## config.mk

```make
export PLATFORM = sky130hd
export DESIGN_NAME = ibex_pmp_pipe
export DESIGN_NICKNAME = d
export VERILOG_FILES = /design/src/rtl/ibex_pmp_pipe.sv
export SDC_FILE = /design/constraint.sdc
export NUM_CORES = 2
export LEC_CHECK = 0
export ABC_AREA = 1
export CAP_MARGIN = 30
export CORE_ASPECT_RATIO = 0.5
export CORE_MARGIN = 1
export CORE_UTILIZATION = 30
export CTS_CLUSTER_DIAMETER = 80
export DETAILED_ROUTE_END_ITERATION = 6
export PLACE_DENSITY_LB_ADDON = 0.2
export SYNTH_ARGS = -nofsm -noshare
export SYNTH_HDL_FRONTEND = slang
export SYNTH_SLANG_ARGS = --single-unit
export TNS_END_PERCENT = 10
```

## constraint.sdc

```tcl
create_clock -name clk_i -period 2.7 [get_ports clk_i]
set_input_delay 0.81 -clock clk_i [delete_from_list [all_inputs] [get_ports clk_i]]
set_output_delay 0.81 -clock clk_i [all_outputs]
set_load 0.02 [all_outputs]
```

## src/rtl/ibex_pmp_pipe.sv

```systemverilog
// ibex_pmp_pipe: multi-channel PMP checker with one registered decision stage
// per channel behind a valid/ready handshake, plus a sticky first-fault
// capture register for the CSR/debug path.
//
// Optional feature macro: IBEX_PMP_FAULT_CNT_EN adds fault_cnt_o, a saturating
// 16-bit count of faulting decisions, zeroed by fault_clear_i.
//
// Ports:
//   clk_i, rst_ni          clock, asynchronous active-low reset
//   csr_pmp_cfg_i/addr_i   per-region config and byte address (bits [1:0] ignored)
//   req_*                  per-channel access request (valid/ready)
//   rsp_*                  per-channel registered decision (valid/ready)
//   fault_*                sticky capture of the first fault; fault_clear_i re-arms
//   fault_cnt_o            (IBEX_PMP_FAULT_CNT_EN only) fault counter

package ibex_pmp_pipe_pkg;
  typedef enum logic [1:0] {
    PMP_MODE_OFF   = 2'b00,
    PMP_MODE_TOR   = 2'b01,
    PMP_MODE_NA4   = 2'b10,
    PMP_MODE_NAPOT = 2'b11
  } pmp_cfg_mode_e;

  typedef struct packed {
    logic          lock;
    pmp_cfg_mode_e mode;
    logic          exec;
    logic          write;
    logic          read;
  } pmp_cfg_t;

  typedef enum logic [1:0] {
    PMP_ACC_EXEC  = 2'b00,
    PMP_ACC_WRITE = 2'b01,
    PMP_ACC_READ  = 2'b10
  } pmp_req_e;

  typedef enum logic [1:0] {
    PRIV_LVL_U = 2'b00,
    PRIV_LVL_S = 2'b01,
    PRIV_LVL_H = 2'b10,
    PRIV_LVL_M = 2'b11
  } priv_lvl_e;
endpackage

// One channel: region match, priority select, decision and output register.
// Addresses arrive already trimmed to the compared bits [W-1:G+2].
module ibex_pmp_pipe_chan
  import ibex_pmp_pipe_pkg::*;
#(
  parameter int CW   = 32,
  parameter int NR   = 16,
  parameter int IdxW = 5
) (
  input  logic                    clk_i,
  input  logic                    rst_ni,
  input  pmp_cfg_t [NR-1:0]       cfg_i,
  input  logic [NR-1:0][CW-1:0]   addr_i,
  input  logic                    req_valid_i,
  output logic                    req_ready_o,
  input  logic [CW-1:0]           req_addr_i,
  input  pmp_req_e                req_type_i,
  input  priv_lvl_e               req_priv_i,
  output logic                    rsp_valid_o,
  input  logic                    rsp_ready_i,
  output logic                    rsp_err_o,
  output logic [IdxW-1:0]         rsp_region_o,
  output logic                    acc_fault_o
);

  // NAPOT: lowest compared bit is always ignored; each higher bit is ignored
  // while every bit below it (down to the lowest compared bit) is one.
  function automatic logic [CW-1:0] napot_ign(input logic [CW-1:0] a);
    logic [CW-1:0] ign;
    logic          run;
    run    = 1'b1;
    ign[0] = 1'b1;
    for (int i = 1; i < CW; i++) begin
      run    = run & a[i-1];
      ign[i] = run;
    end
    return ign;
  endfunction

  logic [NR-1:0] match, perm;

  for (genvar r = 0; r < NR; r++) begin : g_reg
    logic [CW-1:0] base, ign;
    if (r == 0) begin : g_base0
      assign base = '0;
    end else begin : g_basen
      assign base = addr_i[r-1];
    end
    assign ign = napot_ign(addr_i[r]);

    always_comb begin
      match[r] = 1'b0;
      case (cfg_i[r].mode)
        PMP_MODE_NA4:   match[r] = (req_addr_i == addr_i[r]);
        PMP_MODE_NAPOT: match[r] = ~|((req_addr_i ^ addr_i[r]) & ~ign);
        // base >= top leaves the range empty by construction
        PMP_MODE_TOR:   match[r] = (req_addr_i >= base) && (req_addr_i < addr_i[r]);
        default:        match[r] = 1'b0;
      endcase
    end

    always_comb begin
      perm[r] = 1'b0;
      case (req_type_i)
        PMP_ACC_EXEC:  perm[r] = cfg_i[r].exec;
        PMP_ACC_WRITE: perm[r] = cfg_i[r].write;
        PMP_ACC_READ:  perm[r] = cfg_i[r].read;
        default:       perm[r] = 1'b0;
      endcase
    end
  end

  logic            hit_d, perm_d, lock_d, err_d;
  logic [IdxW-1:0] idx_d;

  // Walk down so the lowest matching index is the one left standing.
  always_comb begin
    hit_d  = 1'b0;
    perm_d = 1'b0;
    lock_d = 1'b0;
    idx_d  = IdxW'(NR);
    for (int r = NR - 1; r >= 0; r--) begin
      if (match[r]) begin
        hit_d  = 1'b1;
        perm_d = perm[r];
        lock_d = cfg_i[r].lock;
        idx_d  = IdxW'(r);
      end
    end
  end

  always_comb begin
    if (!hit_d)                       err_d = (req_priv_i != PRIV_LVL_M);
    else if (req_priv_i == PRIV_LVL_M) err_d = lock_d & ~perm_d;
    else                              err_d = ~perm_d;
  end

  logic accept;
  assign req_ready_o = ~rsp_valid_o | rsp_ready_i;
  assign accept      = req_valid_i & req_ready_o;
  assign acc_fault_o = accept & err_d;

  always_ff @(posedge clk_i or negedge rst_ni) begin
    if (!rst_ni) begin
      rsp_valid_o  <= 1'b0;
      rsp_err_o    <= 1'b0;
      rsp_region_o <= '0;
    end else if (accept) begin
      rsp_valid_o  <= 1'b1;
      rsp_err_o    <= err_d;
      rsp_region_o <= idx_d;
    end else if (rsp_ready_i) begin
      rsp_valid_o  <= 1'b0;
    end
  end

endmodule

module ibex_pmp_pipe
  import ibex_pmp_pipe_pkg::*;
#(
  parameter int PMPAddrWidth   = 34,
  parameter int PMPGranularity = 0,
  parameter int PMPNumChan     = 2,
  parameter int PMPNumRegions  = 16,
  localparam int IdxW  = $clog2(PMPNumRegions + 1),
  localparam int ChanW = (PMPNumChan > 1) ? $clog2(PMPNumChan) : 1
) (
  input  logic                                       clk_i,
  input  logic                                       rst_ni,
  input  pmp_cfg_t [PMPNumRegions-1:0]               csr_pmp_cfg_i,
  input  logic [PMPNumRegions-1:0][PMPAddrWidth-1:0] csr_pmp_addr_i,
  input  logic [PMPNumChan-1:0]                      req_valid_i,
  output logic [PMPNumChan-1:0]                      req_ready_o,
  input  logic [PMPNumChan-1:0][PMPAddrWidth-1:0]    req_addr_i,
  input  pmp_req_e [PMPNumChan-1:0]                  req_type_i,
  input  priv_lvl_e [PMPNumChan-1:0]                 req_priv_i,
  output logic [PMPNumChan-1:0]                      rsp_valid_o,
  input  logic [PMPNumChan-1:0]                      rsp_ready_i,
  output logic [PMPNumChan-1:0]                      rsp_err_o,
  output logic [PMPNumChan-1:0][IdxW-1:0]            rsp_region_o,
  output logic                                       fault_valid_o,
  output logic [PMPAddrWidth-1:0]                    fault_addr_o,
  output logic [ChanW-1:0]                           fault_chan_o,
  output pmp_req_e                                   fault_type_o,
`ifdef IBEX_PMP_FAULT_CNT_EN
  output logic [15:0]                                fault_cnt_o,
`endif
  input  logic                                       fault_clear_i
);

  localparam int G  = PMPGranularity;
  localparam int CW = PMPAddrWidth - G - 2;

  logic [PMPNumRegions-1:0][CW-1:0] pmp_addr_cmp;
  logic [PMPNumChan-1:0]            acc_fault;

  for (genvar r = 0; r < PMPNumRegions; r++) begin : g_addr
    assign pmp_addr_cmp[r] = csr_pmp_addr_i[r][PMPAddrWidth-1:G+2];
  end

  // Sub-granule address bits never take part in matching.
  logic unused_addr_lsb;
  assign unused_addr_lsb = ^csr_pmp_addr_i;

  for (genvar c = 0; c < PMPNumChan; c++) begin : g_chan
    ibex_pmp_pipe_chan #(
      .CW   (CW),
      .NR   (PMPNumRegions),
      .IdxW (IdxW)
    ) u_chan (
      .clk_i        (clk_i),
      .rst_ni       (rst_ni),
      .cfg_i        (csr_pmp_cfg_i),
      .addr_i       (pmp_addr_cmp),
      .req_valid_i  (req_valid_i[c]),
      .req_ready_o  (req_ready_o[c]),
      .req_addr_i   (req_addr_i[c][PMPAddrWidth-1:G+2]),
      .req_type_i   (req_type_i[c]),
      .req_priv_i   (req_priv_i[c]),
      .rsp_valid_o  (rsp_valid_o[c]),
      .rsp_ready_i  (rsp_ready_i[c]),
      .rsp_err_o    (rsp_err_o[c]),
      .rsp_region_o (rsp_region_o[c]),
      .acc_fault_o  (acc_fault[c])
    );
  end

  // Lowest faulting channel this cycle.
  logic                    cap_hit;
  logic [ChanW-1:0]        cap_chan;
  logic [PMPAddrWidth-1:0] cap_addr;
  pmp_req_e                cap_type;

  always_comb begin
    cap_hit  = 1'b0;
    cap_chan = '0;
    cap_addr = '0;
    cap_type = PMP_ACC_READ;
    for (int c = PMPNumChan - 1; c >= 0; c--) begin
      if (acc_fault[c]) begin
        cap_hit  = 1'b1;
        cap_chan = ChanW'(c);
        cap_addr = req_addr_i[c];
        cap_type = req_type_i[c];
      end
    end
  end

  // A clear in the same cycle as a new fault re-arms and captures at once.
  always_ff @(posedge clk_i or negedge rst_ni) begin
    if (!rst_ni) begin
      fault_valid_o <= 1'b0;
      fault_addr_o  <= '0;
      fault_chan_o  <= '0;
      fault_type_o  <= PMP_ACC_READ;
    end else if (cap_hit && (!fault_valid_o || fault_clear_i)) begin
      fault_valid_o <= 1'b1;
      fault_addr_o  <= cap_addr;
      fault_chan_o  <= cap_chan;
      fault_type_o  <= cap_type;
    end else if (fault_clear_i) begin
      fault_valid_o <= 1'b0;
    end
  end

`ifdef IBEX_PMP_FAULT_CNT_EN
  logic [16:0] cnt_inc, cnt_sum;

  always_comb begin
    cnt_inc = '0;
    for (int c = 0; c < PMPNumChan; c++) cnt_inc = cnt_inc + 17'(acc_fault[c]);
    cnt_sum = (fault_clear_i ? 17'd0 : {1'b0, fault_cnt_o}) + cnt_inc;
  end

  always_ff @(posedge clk_i or negedge rst_ni) begin
    if (!rst_ni)         fault_cnt_o <= '0;
    else if (cnt_sum[16]) fault_cnt_o <= 16'hFFFF;
    else                 fault_cnt_o <= cnt_sum[15:0];
  end
`endif

endmodule
```

==> results.toml <==
[route]
ant_nets = 0
routed_wl_um = 251300
viasPerCell = 5.005
first_pass_iters = 6
vias = 58370
routedWlPerCell_um = 21.55
drc = 0
drt_iter0_markers = 4926

[timing]
clock-skew-final_ps = 9.005
rsz0062_at_grt = "true"
post-route-min-period_ps = 5549
fmax_mhz = 180.2
maxSlewHeadroom = 0.5215
maxSlewViolCount = 0
layout_setup_ws_ps = -2849
min_period_over_period = 2.055
setup_viol = 50
final_hold_viol_count = 0
tightest_slew_ps = 717.7
hold-worst-slack_ps = 479.3

[layout]
layout_commonest_cell = "buf_4"
drive_above_1_share = 0.2995
fillers = 13770
syn_to_final_growth_pct = 69.72
fin_nets = 11530
final_cell_mix = "2,091 x buf_4, 1,451 x inv_1, 1,380 x nand2_1, 1,008 x ha_1, 590 x clkdlybuf4s50_1"

[logic_synthesis]
synth_area_sq_um = 41420
yosysWarnings = 0
synth_nets = 8592
ys_types = 80
synth_ff_type = "dfrtp_1"
synth-seq-area-share = 0.03144
synth-seq-cells = 52
syn_inst = 6845
synth-edff-count = 0
async_reset_ff_frac = 1.000
synth_top_area_frac = 0.3093
synth_area_leaders = "ha_1 31%, inv_1 13%, nand2_1 13%"
synth.avg_cell_area_sq_um = 6.051
synth_top_area_cell = "ha_1"

[pwr]
p_leak_nw = 39.86
p_int_mw = 8.107
p_seq_frac = 0.084
combPwrFrac = 0.862
power.net_switching_mw = 7.638
peakVddDrop_uv = 311.1
swShare = 0.4851
clkPwrFrac = 0.054
pwr_density_cell_nw_per_um2 = 223.9

[place]
dp_hpwl_um = 220500
place_worst_setup_slack_ps = -3389
portBuffers = 744
gp_congestion = 1.044

[grt]
first_global_vias = 55130
grt_pass1_wl_um = 353600
antenna_found_initial = 56
gr-total-overflow = 0
grt_max_degree = 37
grt_use_total = 0.3437

[critical_path]
slowest_delay_ps = 210
critPathBufInv = 5
r2r-start = "g_chan[0].u_chan.rsp_valid_o"
cp.required_ps = 2950
cp_max_fo = 7
path_delay_family = "simple AND/OR/NAND/NOR gates"
worst_setup_path_start_kind = "input port"
cpMostUsedCell = "nor2_4"
critPathCaptureType = "flop"
worstPathArrival_ps = 5800
slowest_stage = "nand2_2"
ff2ff_setup_slack_ps = 690
r2r_end = "fault_addr_o[21]"
r2r_cells = 12
critical_path_class = "input port to flop"

[clock_tree]
cts.sinks = 52
clockBufferDepth = 2
ctsHoldBuffers = 0
cts_inserted_buffers = 5
clkSlewWorstSetupHoldPaths_ps = 80
clk_latency_ps = 310
htree_levels = 2
cts_root_buf = "clkbuf_16"
cts_tree = "built"

[floorplanning]
fp.dieW_um = 527.5
die_area_sq_um = 139700
fp-row-count = 95
die_h_um = 264.8
ios = 777
initial_core_util = 0.3054
coreArea_sq_um = 135600

[min_path]
hold_depth = 2
worstHoldEndpoint = "fault_type_o[1]"
min_from = "fault_type_o[1]"
hp-class = "flop to flop"

[status]
status = "finished with violations"
violations = "negative setup slack"

[run]
drv_cap = 0
[worst max-delay path by stage]
stage	slack (ps)	from	to	cells past startpoint
2_1_floorplan	-2130	csr_pmp_addr_i[2]	fault_valid_o	47
3_3_place_gp	-3350	csr_pmp_addr_i[309]	fault_addr_o[7]	41
3_5_place_dp	-3390	csr_pmp_addr_i[309]	fault_addr_o[6]	41
5_1_grt	-3140	csr_pmp_addr_i[141]	fault_addr_o[21]	45
4_1_cts	-2820	csr_pmp_addr_i[411]	fault_addr_o[22]	43
6_report	-2850	csr_pmp_addr_i[208]	fault_addr_o[21]	45
[routing by layer]
| metal | wire length, um | vias to the layer above | part of all wire | track usage |
|---|---|---|---|---|
| li1 | - | 28880 | - | - |
| met5 | 52 | - | 0.00021 | 0 |
| met4 | 13410 | 8 | 0.053 | 0.1641 |
| met3 | 17200 | 480 | 0.068 | 0.03422 |
| met1 | 106500 | 26910 | 0.42 | 0.4428 |
| met2 | 114100 | 2089 | 0.45 | 0.5738 |
[tightest hold or removal path: stages, from the launching register on]
cell     delay (ps)
dfstp_2         380
nand2_1          60
nand2_1          50
[Yosys cell counts (32+ instances only)]
library cell  instances
ha_1               1024
a21oi_1             543
o2111ai_1            56
a211oi_1             49
nor2_2               89
nor2_4               49
inv_1              1482
o21ai_0             215
nor4_1               52
or2_2               129
nand3_1             267
nand2_2             103
o221ai_1             32
nor3_1               94
nand2_1            1422
dfrtp_1              51
nor2_1              578
nand4_1             259
[flip-flops by register name, summed over array words and instances (netlist names)]
signal / cells
fault_addr_o: 34
fault_chan_o: 1
fault_type_o: 2
fault_valid_o: 1
g_chan.u_chan.rsp_err_o: 2
g_chan.u_chan.rsp_region_o: 10
g_chan.u_chan.rsp_valid_o: 2
[power groups by stage]
stage | logic (mW) | clock network [mW] | registers, mW
2_1_floorplan | 5.21 | 0 | 1.55
3_3_place_gp | 12.8 | 0 | 1.33
3_5_place_dp | 12.9 | 0 | 1.32
4_1_cts | 13.1 | 0.853 | 1.31
5_1_grt | 14.7 | 0.886 | 1.33
6_report | 13.6 | 0.856 | 1.32
[cell families after synthesis]
| group | count (synthesis) | share of synthesized area |
|---|---|---|
| and+or+nand+nor | 3126 | 0.3533 |
| buffers and inverters | 1530 | 0.1442 |
| AOI/OAI and AO/OA | 1113 | 0.1618 |
| adders and majority gates | 1024 | 0.3093 |
| DFF | 52 | 0.03144 |
[final cells by class]
| type | count | area, sq um | share of cell area |
|---|---|---|---|
| flip-flops and latches | 52 | 1303 | 0.01853 |
| clock buffers | 6 | 128.9 | 0.001833 |
| well taps | 1843 | 2306 | 0.03280 |
| inverters | 1500 | 5647 | 0.08032 |
| repair buffers | 2963 | 25410 | 0.3615 |
| multi-input cells | 5263 | 35360 | 0.5030 |
| diodes | 34 | 85.08 | 0.001210 |
| clock inverters | 2 | 60.06 | 0.0008543 |
[what timing repair did]
item	in CTS	in global routing
setup buffers	48	46
pin swaps	31	227
resized for setup	79	359
gates cloned	2	5
setup endpoints to repair	52	50
[metrics by stage]
stage	total power [mW]	instance area, sq um	cells	TNS, ps	util
detailed placement	14.20	67760	11520	-161690	0.4996
floorplan	6.759	41520	6845	-100430	-
CTS	15.27	68630	11580	-133520	0.5060
global placement	14.17	67760	11520	-159700	0.4996
finish	15.74	70300	11660	-132410	0.5184
global route	16.87	70290	11660	-148110	0.5183
Note: power is estimated with default switching activity, not from simulation.
